$ cat src/rtl/gpr_pkg.sv
// Shared defaults and types for the general-purpose register file.
// Optional feature macro used by gpr_file_sb: GPR_BYPASS_EN (write-through bypass).
package gpr_pkg;

  localparam int XLEN_DEF  = 32;
  localparam int NREGS_DEF = 32;

  // Register index that is hardwired to zero.
  localparam int ZERO_REG  = 0;

  typedef logic [$clog2(NREGS_DEF)-1:0] gpr_addr_t;
  typedef logic [XLEN_DEF-1:0]          gpr_data_t;

endpackage : gpr_pkg

$ cat src/rtl/gpr_scoreboard.sv
// Pending-write scoreboard: one busy bit per register plus a registered
// count of busy registers. Priority per register is flush > alloc > write.
module gpr_scoreboard
  import gpr_pkg::*;
#(
  parameter int NREGS = NREGS_DEF,
  parameter int AW    = $clog2(NREGS),
  parameter int CW    = $clog2(NREGS + 1)
) (
  input  logic             clk,
  input  logic             rst_n,
  input  logic             alloc,
  input  logic [AW-1:0]    alloc_addr,
  input  logic             we,
  input  logic [AW-1:0]    wa,
  input  logic             flush,
  output logic [NREGS-1:0] busy,
  output logic [CW-1:0]    pending_cnt
);

  logic [NREGS-1:0] busy_reg;
  logic [NREGS-1:0] busy_next;
  logic [CW-1:0]    cnt_reg;
  logic [CW-1:0]    cnt_next;
  logic             alloc_valid;
  logic             write_valid;
  logic             cnt_inc;
  logic             cnt_dec;

  assign alloc_valid = alloc && (alloc_addr != AW'(ZERO_REG));
  assign write_valid = we && (wa != AW'(ZERO_REG));

  // Per-register next busy state; register 0 can never become busy.
  genvar gi;
  generate
    for (gi = 0; gi < NREGS; gi++) begin : g_busy
      if (gi == ZERO_REG) begin : g_zero
        assign busy_next[gi] = 1'b0;
      end else begin : g_reg
        assign busy_next[gi] = flush                                ? 1'b0 :
                               (alloc_valid && alloc_addr == AW'(gi)) ? 1'b1 :
                               (write_valid && wa == AW'(gi))         ? 1'b0 :
                               busy_reg[gi];
      end
    end
  endgenerate

  // Counter moves only on busy-bit transitions so it always equals popcount(busy).
  always_comb begin
    cnt_inc  = alloc_valid && !busy_reg[alloc_addr];
    // A write whose target is re-allocated in the same cycle does not clear it.
    cnt_dec  = write_valid && busy_reg[wa] && !(alloc_valid && alloc_addr == wa);
    cnt_next = cnt_reg;
    if (flush) begin
      cnt_next = '0;
    end else begin
      cnt_next = cnt_reg + CW'(cnt_inc) - CW'(cnt_dec);
    end
  end

  // Scoreboard state register with asynchronous clear.
  always_ff @(posedge clk or negedge rst_n) begin
    if (!rst_n) begin
      busy_reg <= '0;
      cnt_reg  <= '0;
    end else begin
      busy_reg <= busy_next;
      cnt_reg  <= cnt_next;
    end
  end

  assign busy        = busy_reg;
  assign pending_cnt = cnt_reg;

endmodule : gpr_scoreboard

$ cat src/rtl/gpr_file_sb.sv
// Parametrised two-read/one-write register file with a pending-write
// scoreboard for RAW hazard detection in decode.
// Optional feature macro: GPR_BYPASS_EN adds a write-through bypass on
// both read ports (same-cycle write data visible, busy suppressed).
module gpr_file_sb
  import gpr_pkg::*;
#(
  parameter int XLEN  = XLEN_DEF,
  parameter int NREGS = NREGS_DEF,
  parameter int AW    = $clog2(NREGS),
  parameter int CW    = $clog2(NREGS + 1)
) (
  input  logic            clk,
  input  logic            rst_n,
  input  logic [AW-1:0]   ra1,
  input  logic [AW-1:0]   ra2,
  output logic [XLEN-1:0] rd1,
  output logic [XLEN-1:0] rd2,
  output logic            rs1_busy,
  output logic            rs2_busy,
  input  logic            we,
  input  logic [AW-1:0]   wa,
  input  logic [XLEN-1:0] wd,
  input  logic            alloc,
  input  logic [AW-1:0]   alloc_addr,
  input  logic            flush,
  output logic [CW-1:0]   pending_cnt
);

  logic [XLEN-1:0]  regs_reg [NREGS];
  logic [NREGS-1:0] busy;

  gpr_scoreboard #(
    .NREGS (NREGS),
    .AW    (AW),
    .CW    (CW)
  ) u_scoreboard (
    .clk         (clk),
    .rst_n       (rst_n),
    .alloc       (alloc),
    .alloc_addr  (alloc_addr),
    .we          (we),
    .wa          (wa),
    .flush       (flush),
    .busy        (busy),
    .pending_cnt (pending_cnt)
  );

  // Storage is flops, not RAM, because every entry clears asynchronously on reset.
  genvar gi;
  generate
    for (gi = 0; gi < NREGS; gi++) begin : g_regs
      if (gi == ZERO_REG) begin : g_zero
        // Register 0 never loads, so it stays at its reset value of zero.
        always_ff @(posedge clk or negedge rst_n) begin
          if (!rst_n) begin
            regs_reg[gi] <= '0;
          end else begin
            regs_reg[gi] <= '0;
          end
        end
      end else begin : g_reg
        // Writeback commit to this register; flush does not block it.
        always_ff @(posedge clk or negedge rst_n) begin
          if (!rst_n) begin
            regs_reg[gi] <= '0;
          end else if (we && wa == AW'(gi)) begin
            regs_reg[gi] <= wd;
          end
        end
      end
    end
  endgenerate

`ifdef GPR_BYPASS_EN
  logic byp1;
  logic byp2;

  // Combinational read ports with same-cycle writeback forwarding.
  always_comb begin
    byp1     = we && (wa != AW'(ZERO_REG)) && (wa == ra1);
    byp2     = we && (wa != AW'(ZERO_REG)) && (wa == ra2);
    rd1      = byp1 ? wd : regs_reg[ra1];
    rd2      = byp2 ? wd : regs_reg[ra2];
    rs1_busy = busy[ra1] && !byp1;
    rs2_busy = busy[ra2] && !byp2;
  end
`else
  // Combinational read ports from stored state only; a same-cycle write shows next cycle.
  always_comb begin
    rd1      = regs_reg[ra1];
    rd2      = regs_reg[ra2];
    rs1_busy = busy[ra1];
    rs2_busy = busy[ra2];
  end
`endif

endmodule : gpr_file_sb

$ cat config.mk
export PLATFORM = sky130hd
export DESIGN_NAME = gpr_file_sb
export DESIGN_NICKNAME = d
export VERILOG_FILES = /design/src/rtl/gpr_pkg.sv /design/src/rtl/gpr_scoreboard.sv /design/src/rtl/gpr_file_sb.sv
export SDC_FILE = /design/constraint.sdc
export NUM_CORES = 2
export LEC_CHECK = 0
export BUFFER_PORTS_ARGS = -buffer_cell sky130_fd_sc_hd__buf_2
export CAP_MARGIN = 10
export CELL_PAD_IN_SITES_DETAIL_PLACEMENT = 0
export CELL_PAD_IN_SITES_GLOBAL_PLACEMENT = 1
export CORE_MARGIN = 2
export CORE_UTILIZATION = 35
export DETAILED_ROUTE_END_ITERATION = 8
export PLACE_DENSITY_LB_ADDON = 0.3
export SYNTH_ARGS = -nofsm -noshare
export SYNTH_HDL_FRONTEND = slang
export SYNTH_SLANG_ARGS = --single-unit
export TNS_END_PERCENT = 5
$ cat constraint.sdc
create_clock -name clk -period 4.3 [get_ports clk]
set_input_delay 1.29 -clock clk [delete_from_list [all_inputs] [get_ports clk]]
set_output_delay 1.29 -clock clk [all_outputs]
set_load 0.02 [all_outputs]
[Word-level counts from Yosys, hierarchy flattened]
Index checks and enable logic that the tools add are counted.
Storage, ports and cells
  bits in writable memories: 0
  flip-flop bits (word level): 1029
  memories kept: 0
  bits of input ports: 57
  bits in latches: 0
  output and inout port bits: 72
  memory bits (read-only): 0
  word-level logic and storage cells: 378
Operators by class
  muxes and demuxes: 108
  reductions and logical operators: 134
  order comparisons: 6
  $add $sub $neg: 2
  div/mod/pow operators: 0
  bitwise gates (word level): 2
  $mul: 0
  shift-type cells: 0
  equality and inequality tests: 63
Operator list (count)
  $bmux W32 S5: 2
  $eq A5 B5 Y1 const B: 32
  $mux W32: 4
  $logic_and A1 B1 Y1: 99
  $mux W1: 97
  $reduce_bool A3 Y1: 31
  $eq A5 B4 Y1 const B: 16
  $eq A5 B3 Y1 const B: 8
  $lt A5 B6 Y1 const B: 4
  $bmux W1 S5: 4
  $eq A5 B2 Y1 const B: 4
  $ge A6 B6 Y1 const B: 2
  $not A5 Y6: 2
  $eq A5 B1 Y1 const B: 2
  $reduce_bool A5 Y1: 2
  $add A6 B1 Y6: 1
  $mux W6: 1
  $sub A6 B1 Y6: 1
  $eq A5 B5 Y1: 1
  $logic_not A1 Y1: 2

[Depth between registers and ports, before layout]
  word-level depth: 7
  depth in mapped cells: 14
  mapped depth without buffers: 12

[By module]
Synthesis repeated with hierarchy kept, for this count alone.
Unflattened totals
  cell total of the unflattened synthesis: 3943
  area total of the unflattened synthesis: 56052.5 µm²
Modules (own cells, without submodules)
  gpr_file_sb: area an instance 53501.3 µm², times used 1, cells an instance 3665, sequential area each 24823.8 µm²
  gpr_scoreboard: area an instance 2551.2 µm², times used 1, cells an instance 278, sequential area each 925.9 µm²

[Worst setup path after synthesis]
Ideal clock, no wire load.
  path kind: in2reg
  from: in wa[0]
  to: reg u_scoreboard.cnt_reg[4] (netlist: u_scoreboard.pending_cnt[4])
  path slack: 97 ps
  setup time: 132 ps
  cell stages on the path: 14
  path buffers: 2
  arrival: 4071 ps
  path through: buf_4 -> buf_2 -> mux2_2 -> a2111oi_0 -> nor4_1 -> o211a_1 -> ha_1 -> inv_1 -> ha_1 -> fa_1 -> a21o_1 -> a21oi_1 -> xor2_1 -> nor2_1
On the way
  cells in the longest elaborated chain, start to end: 6
  elaborated cells between the ends (all ways): 11
  classes of those cells: add/sub (1); eq/ne (1); mux (3); reduce/logical (6)
RTL lines
  start, declared: RTL line gpr_file_sb.sv:22  | input logic [AW-1:0] wa,
  $bmux W1 S5 (tied with other cells): RTL line gpr_scoreboard.sv:52  | cnt_dec = write_valid && busy_reg[wa] && !(alloc_valid && alloc_addr == wa);
  $mux W1 (implied by the code) (tied with other cells): RTL line gpr_scoreboard.sv:52
  $logic_and A1 B1 Y1 / $logic_not A1 Y1 (equally long branches): RTL line gpr_scoreboard.sv:52
  $logic_and A1 B1 Y1 (*): RTL line gpr_scoreboard.sv:52
  $sub A6 B1 Y6 (*): RTL line gpr_scoreboard.sv:57  | cnt_next = cnt_reg + CW'(cnt_inc) - CW'(cnt_dec);
  $mux W6 (*): RTL line gpr_scoreboard.sv:54  | if (flush) begin
  named net u_scoreboard.cnt_next[4]: RTL line gpr_scoreboard.sv:24  | logic [CW-1:0] cnt_next;
  end signal, assigned: RTL line gpr_scoreboard.sv:68  | cnt_reg <= cnt_next;
  end, declared: RTL line gpr_scoreboard.sv:23  | logic [CW-1:0] cnt_reg;
Mark *: on every way through the listed nets, which the timed path passes. The rest lies on a longest branch. The select of a mux whose other input is x is not followed.
A chain may end at the register's enable or synchronous reset.

[Worst setup path after layout]
  from: in ra1[0]
  to: out rd1[8]
On the way
  cells in the longest elaborated chain, start to end: 4
RTL lines
  start, declared: RTL line gpr_file_sb.sv:15  | input logic [AW-1:0] ra1,
  $not A5 Y6 (implied by the code): RTL line gpr_file_sb.sv:91  | rd1 = regs_reg[ra1];
  $bmux W32 S5: RTL line gpr_file_sb.sv:91
  $mux W32 (implied by the code) (2 in series): RTL line gpr_file_sb.sv:91
  end, declared: RTL line gpr_file_sb.sv:17  | output logic [XLEN-1:0] rd1,
Every way passes these cells. The select of a mux whose other input is x is not followed.

==> results.tsv <==
stage	metric	value	unit
pwr	switching_share	0.2794	
floorplanning	initial_core_util	0.3515	
synth	synth_area_per_cell	13.66	um2
run_status	violations	negative setup slack	
timing	slew_viol_final	0	
finish	n_fill_cell	14732	
route	ant_nets	0	
finish	seq_area	0.02575	mm2
place	portBuffers	128	
worst_setup_path	cp.required	3.01	ns
route	drt_iter0_drc	3414	
global_route	grt_pass1_vias	39496	
worst_setup_path	critPathCaptureType	output pin	
global_route	grt_overflow	0	
timing	worst_pin_slew	1.005	ns
route	drt_drc_violations_left	0	
global_route	met1_usage	0.3312	
finish	final_util	0.4201	
timing	clock-skew-final	0.007315	ns
timing	worst_hold_slack	0.4391	ns
timing	final-hold-violation-count	0	
pwr	pwr-share-clk	0.363	
clocking	cts.reportedPaths.clkPinSlew	0.06	ns
synth	synth_top_area_share	0.4578	
place	dpl.hpwl	120000	um
route	vias_per_cell	5.903	
clocking	cts.sinks	1029	
synth	synth_nets	4182	
clocking	clk_latency	0.76	ns
worst_setup_path	crit_type	in -> out	
global_route	grtUsageTotal	0.2394	
worst_setup_path	crit_fanout	7	
worst_setup_path	start_kind	primary input	
route	routed_wl	196100	um
finish	multi_input_area	0.02886	mm2
timing	finalSetupTns	-6.106	ns
global_route	grt-busiest-layer	met2	
global_route	use_met2	0.3898	
global_route	grt_pass1_wl	286200	um
global_route	met3_usage	0.03201	
place	gp_congestion	0.8110	
floorplanning	dieArea	0.1639	mm2
pwr	pwr_density_cell	457.2	mW/mm2
timing	rsz0062_at_grt	true	
finish	largest_reg_flops	992	
clocking	h-tree-depth	3	
floorplanning	num_rows	147	
worst_setup_path	arrival	3.22	ns
synth	synth_edf_count	0	
finish	final_net_count	4356	
synth	yosys.area.top_type	dfrtp_1	
finish	layout_common_cells	dfrtp_1, mux2_2, mux4_2	
synth	synthCells	4118	
pwr	p_sw	8.586	mW
global_route	antenna_found_initial	10	
synth	synth_cell_types	54	
global_route	grt_max_degree	116	
run_status	outcome	finished, violations left	
run	cap_violations	0	
timing	post-route-min-period	4.507	ns
clocking	tritoncts	done	
timing	relSlewSlack	0.3297	
floorplanning	fp.dieH	404.9	um
clocking	cts_root_buffer	clkbuf_16	
clocking	cts_buffer_depth	3	
finish	drive_gt1_frac	0.4918	
pwr	combPwrFrac	0.219	
synth	synth-seq-area-share	0.4578	
place	post-place-ws	-0.2864	ns
route	num_vias	38289	
timing	fin_ws	-0.2069	ns
clocking	numCtsBuffers	120	
pwr	finalPower	30.73	mW
synth	yosysWarnings	0	
synth	synth_area_leaders	dfrtp_1, mux2_2, mux4_2	
timing	setup_viol_count_final	65	
timing	fmax	221.9	MHz
worst_hold_path	hp-class	in -> async	
timing	final.period_utilization	1.048	
pwr	power.leakage	29.90	nW
synth	synth_area	0.05625	mm2
pwr	p_int	22.15	mW
pwr	power_frac_seq	0.419	
worst_setup_path	r2r_cells	12	
finish	layout_commonest_cell	dfrtp_1	
pwr	ir_drop	0.0003461	V
route	wl_per_cell	30.23	um
synth	synth_seq_cells	1029	
synth	async_reset_ff_frac	1.000	
finish	syn_to_final_growth	19.50	%
floorplanning	io_pins	129	
clocking	postCtsHoldBufs	0	
route	firstDrtPassIters	6	
synth	synthFlopType	dfrtp_1	
floorplanning	die_w	404.9	um
floorplanning	core	0.1600	mm2
-- metal layers --
metal	vias to the layer above	part of all wire
li1	15941	-
met1	20730	0.43
met2	1274	0.48
met3	342	0.055
met4	2	0.033
met5	-	0.000066
-- worst paths after layout --
check	start	endpoint	slack [ns]
min in group clk	regs_reg[550]	regs_reg[550]	0.49
hold / removal	rst_n	u_scoreboard.busy[5]	0.44
setup / recovery	ra1[0]	rd1[8]	-0.21
hold reg to reg	regs_reg[550]	regs_reg[550]	0.49
setup reg to reg	u_scoreboard.busy[23]	u_scoreboard.pending_cnt[4]	1.12
max in group asynchronous	rst_n	regs_reg[884]	2.73
-- timing repair --
item,CTS,global route
pin swaps,20,17
gates cloned,6,3
endpoints found under the setup margin,66,66
setup buffers,14,8
endpoints found under the hold margin,0,0
resized for setup,98,40
-- power by group through the flow --
| stage | sequential, mW | clock (mW) | combinational, mW |
|---|---|---|---|
| 6_report | 12.9 | 11.1 | 6.72 |
| 5_1_grt | 13.1 | 11.8 | 7.22 |
| 4_1_cts | 12.8 | 11.4 | 6.71 |
| 3_5_place_dp | 13.0 | 0 | 6.55 |
| 3_3_place_gp | 12.9 | 0 | 6.46 |
| 2_1_floorplan | 12.6 | 0 | 4.76 |
-- critical path, cell delays in order --
cell	delay, ns
buf_16	0.15
buf_12	0.13
buf_16	0.13
buf_4	0.14
mux4_2	0.50
a22o_1	0.24
o21ai_2	0.15
o31ai_1	0.10
buf_4	0.18
buf_4	0.16
-- synth_stat cells (5+ instances only) --
| master | number |
|---|---|
| a211o_1 | 34 |
| a211oi_1 | 33 |
| a21oi_1 | 12 |
| a22o_1 | 98 |
| a22oi_1 | 53 |
| and2_1 | 40 |
| and3_1 | 5 |
| buf_1 | 32 |
| buf_2 | 122 |
| buf_4 | 20 |
| buf_6 | 33 |
| clkbuf_1 | 229 |
| dfrtp_1 | 1029 |
| ha_1 | 6 |
| inv_1 | 11 |
| mux2_1 | 18 |
| mux2_2 | 916 |
| mux2i_1 | 205 |
| mux4_2 | 441 |
| nand2_1 | 446 |
| nand2b_1 | 8 |
| nand3_1 | 7 |
| nand4_1 | 5 |
| nor2_1 | 72 |
| nor2b_1 | 10 |
| nor3_1 | 9 |
| o21ai_0 | 42 |
| o21ai_1 | 33 |
| o22ai_1 | 68 |
| o31ai_1 | 33 |
| xor2_1 | 5 |
-- cells by family after synthesis --
group,count (synthesis),share of synthesized area
xor gates and xnor gates,8,0.001246
AOI/OAI and AO/OA,422,0.05401
adders and majority gates,7,0.001691
buffers and inverters,448,0.03835
DFF,1029,0.4578
muxes,1580,0.4000
and+or+nand+nor,624,0.04689
-- layout make-up --
type                    instances  share of cell area
diodes                          2          0.00007446
clock buffers                 174             0.05400
clock inverters                54             0.01085
inverters                      12           0.0006701
multi-input cells            2641              0.4294
flip-flops and latches       1029              0.3831
well taps                    2086             0.03883
repair buffers                488             0.08311
-- stage by stage --
stage	area, um2	cells
after floorplan	56250	4118
after global placement	61810	6225
after detailed placement	61810	6225
after CTS	66880	6473
after global routing	67220	6486
final	67220	6486
Power figures use the tool's default switching activity.
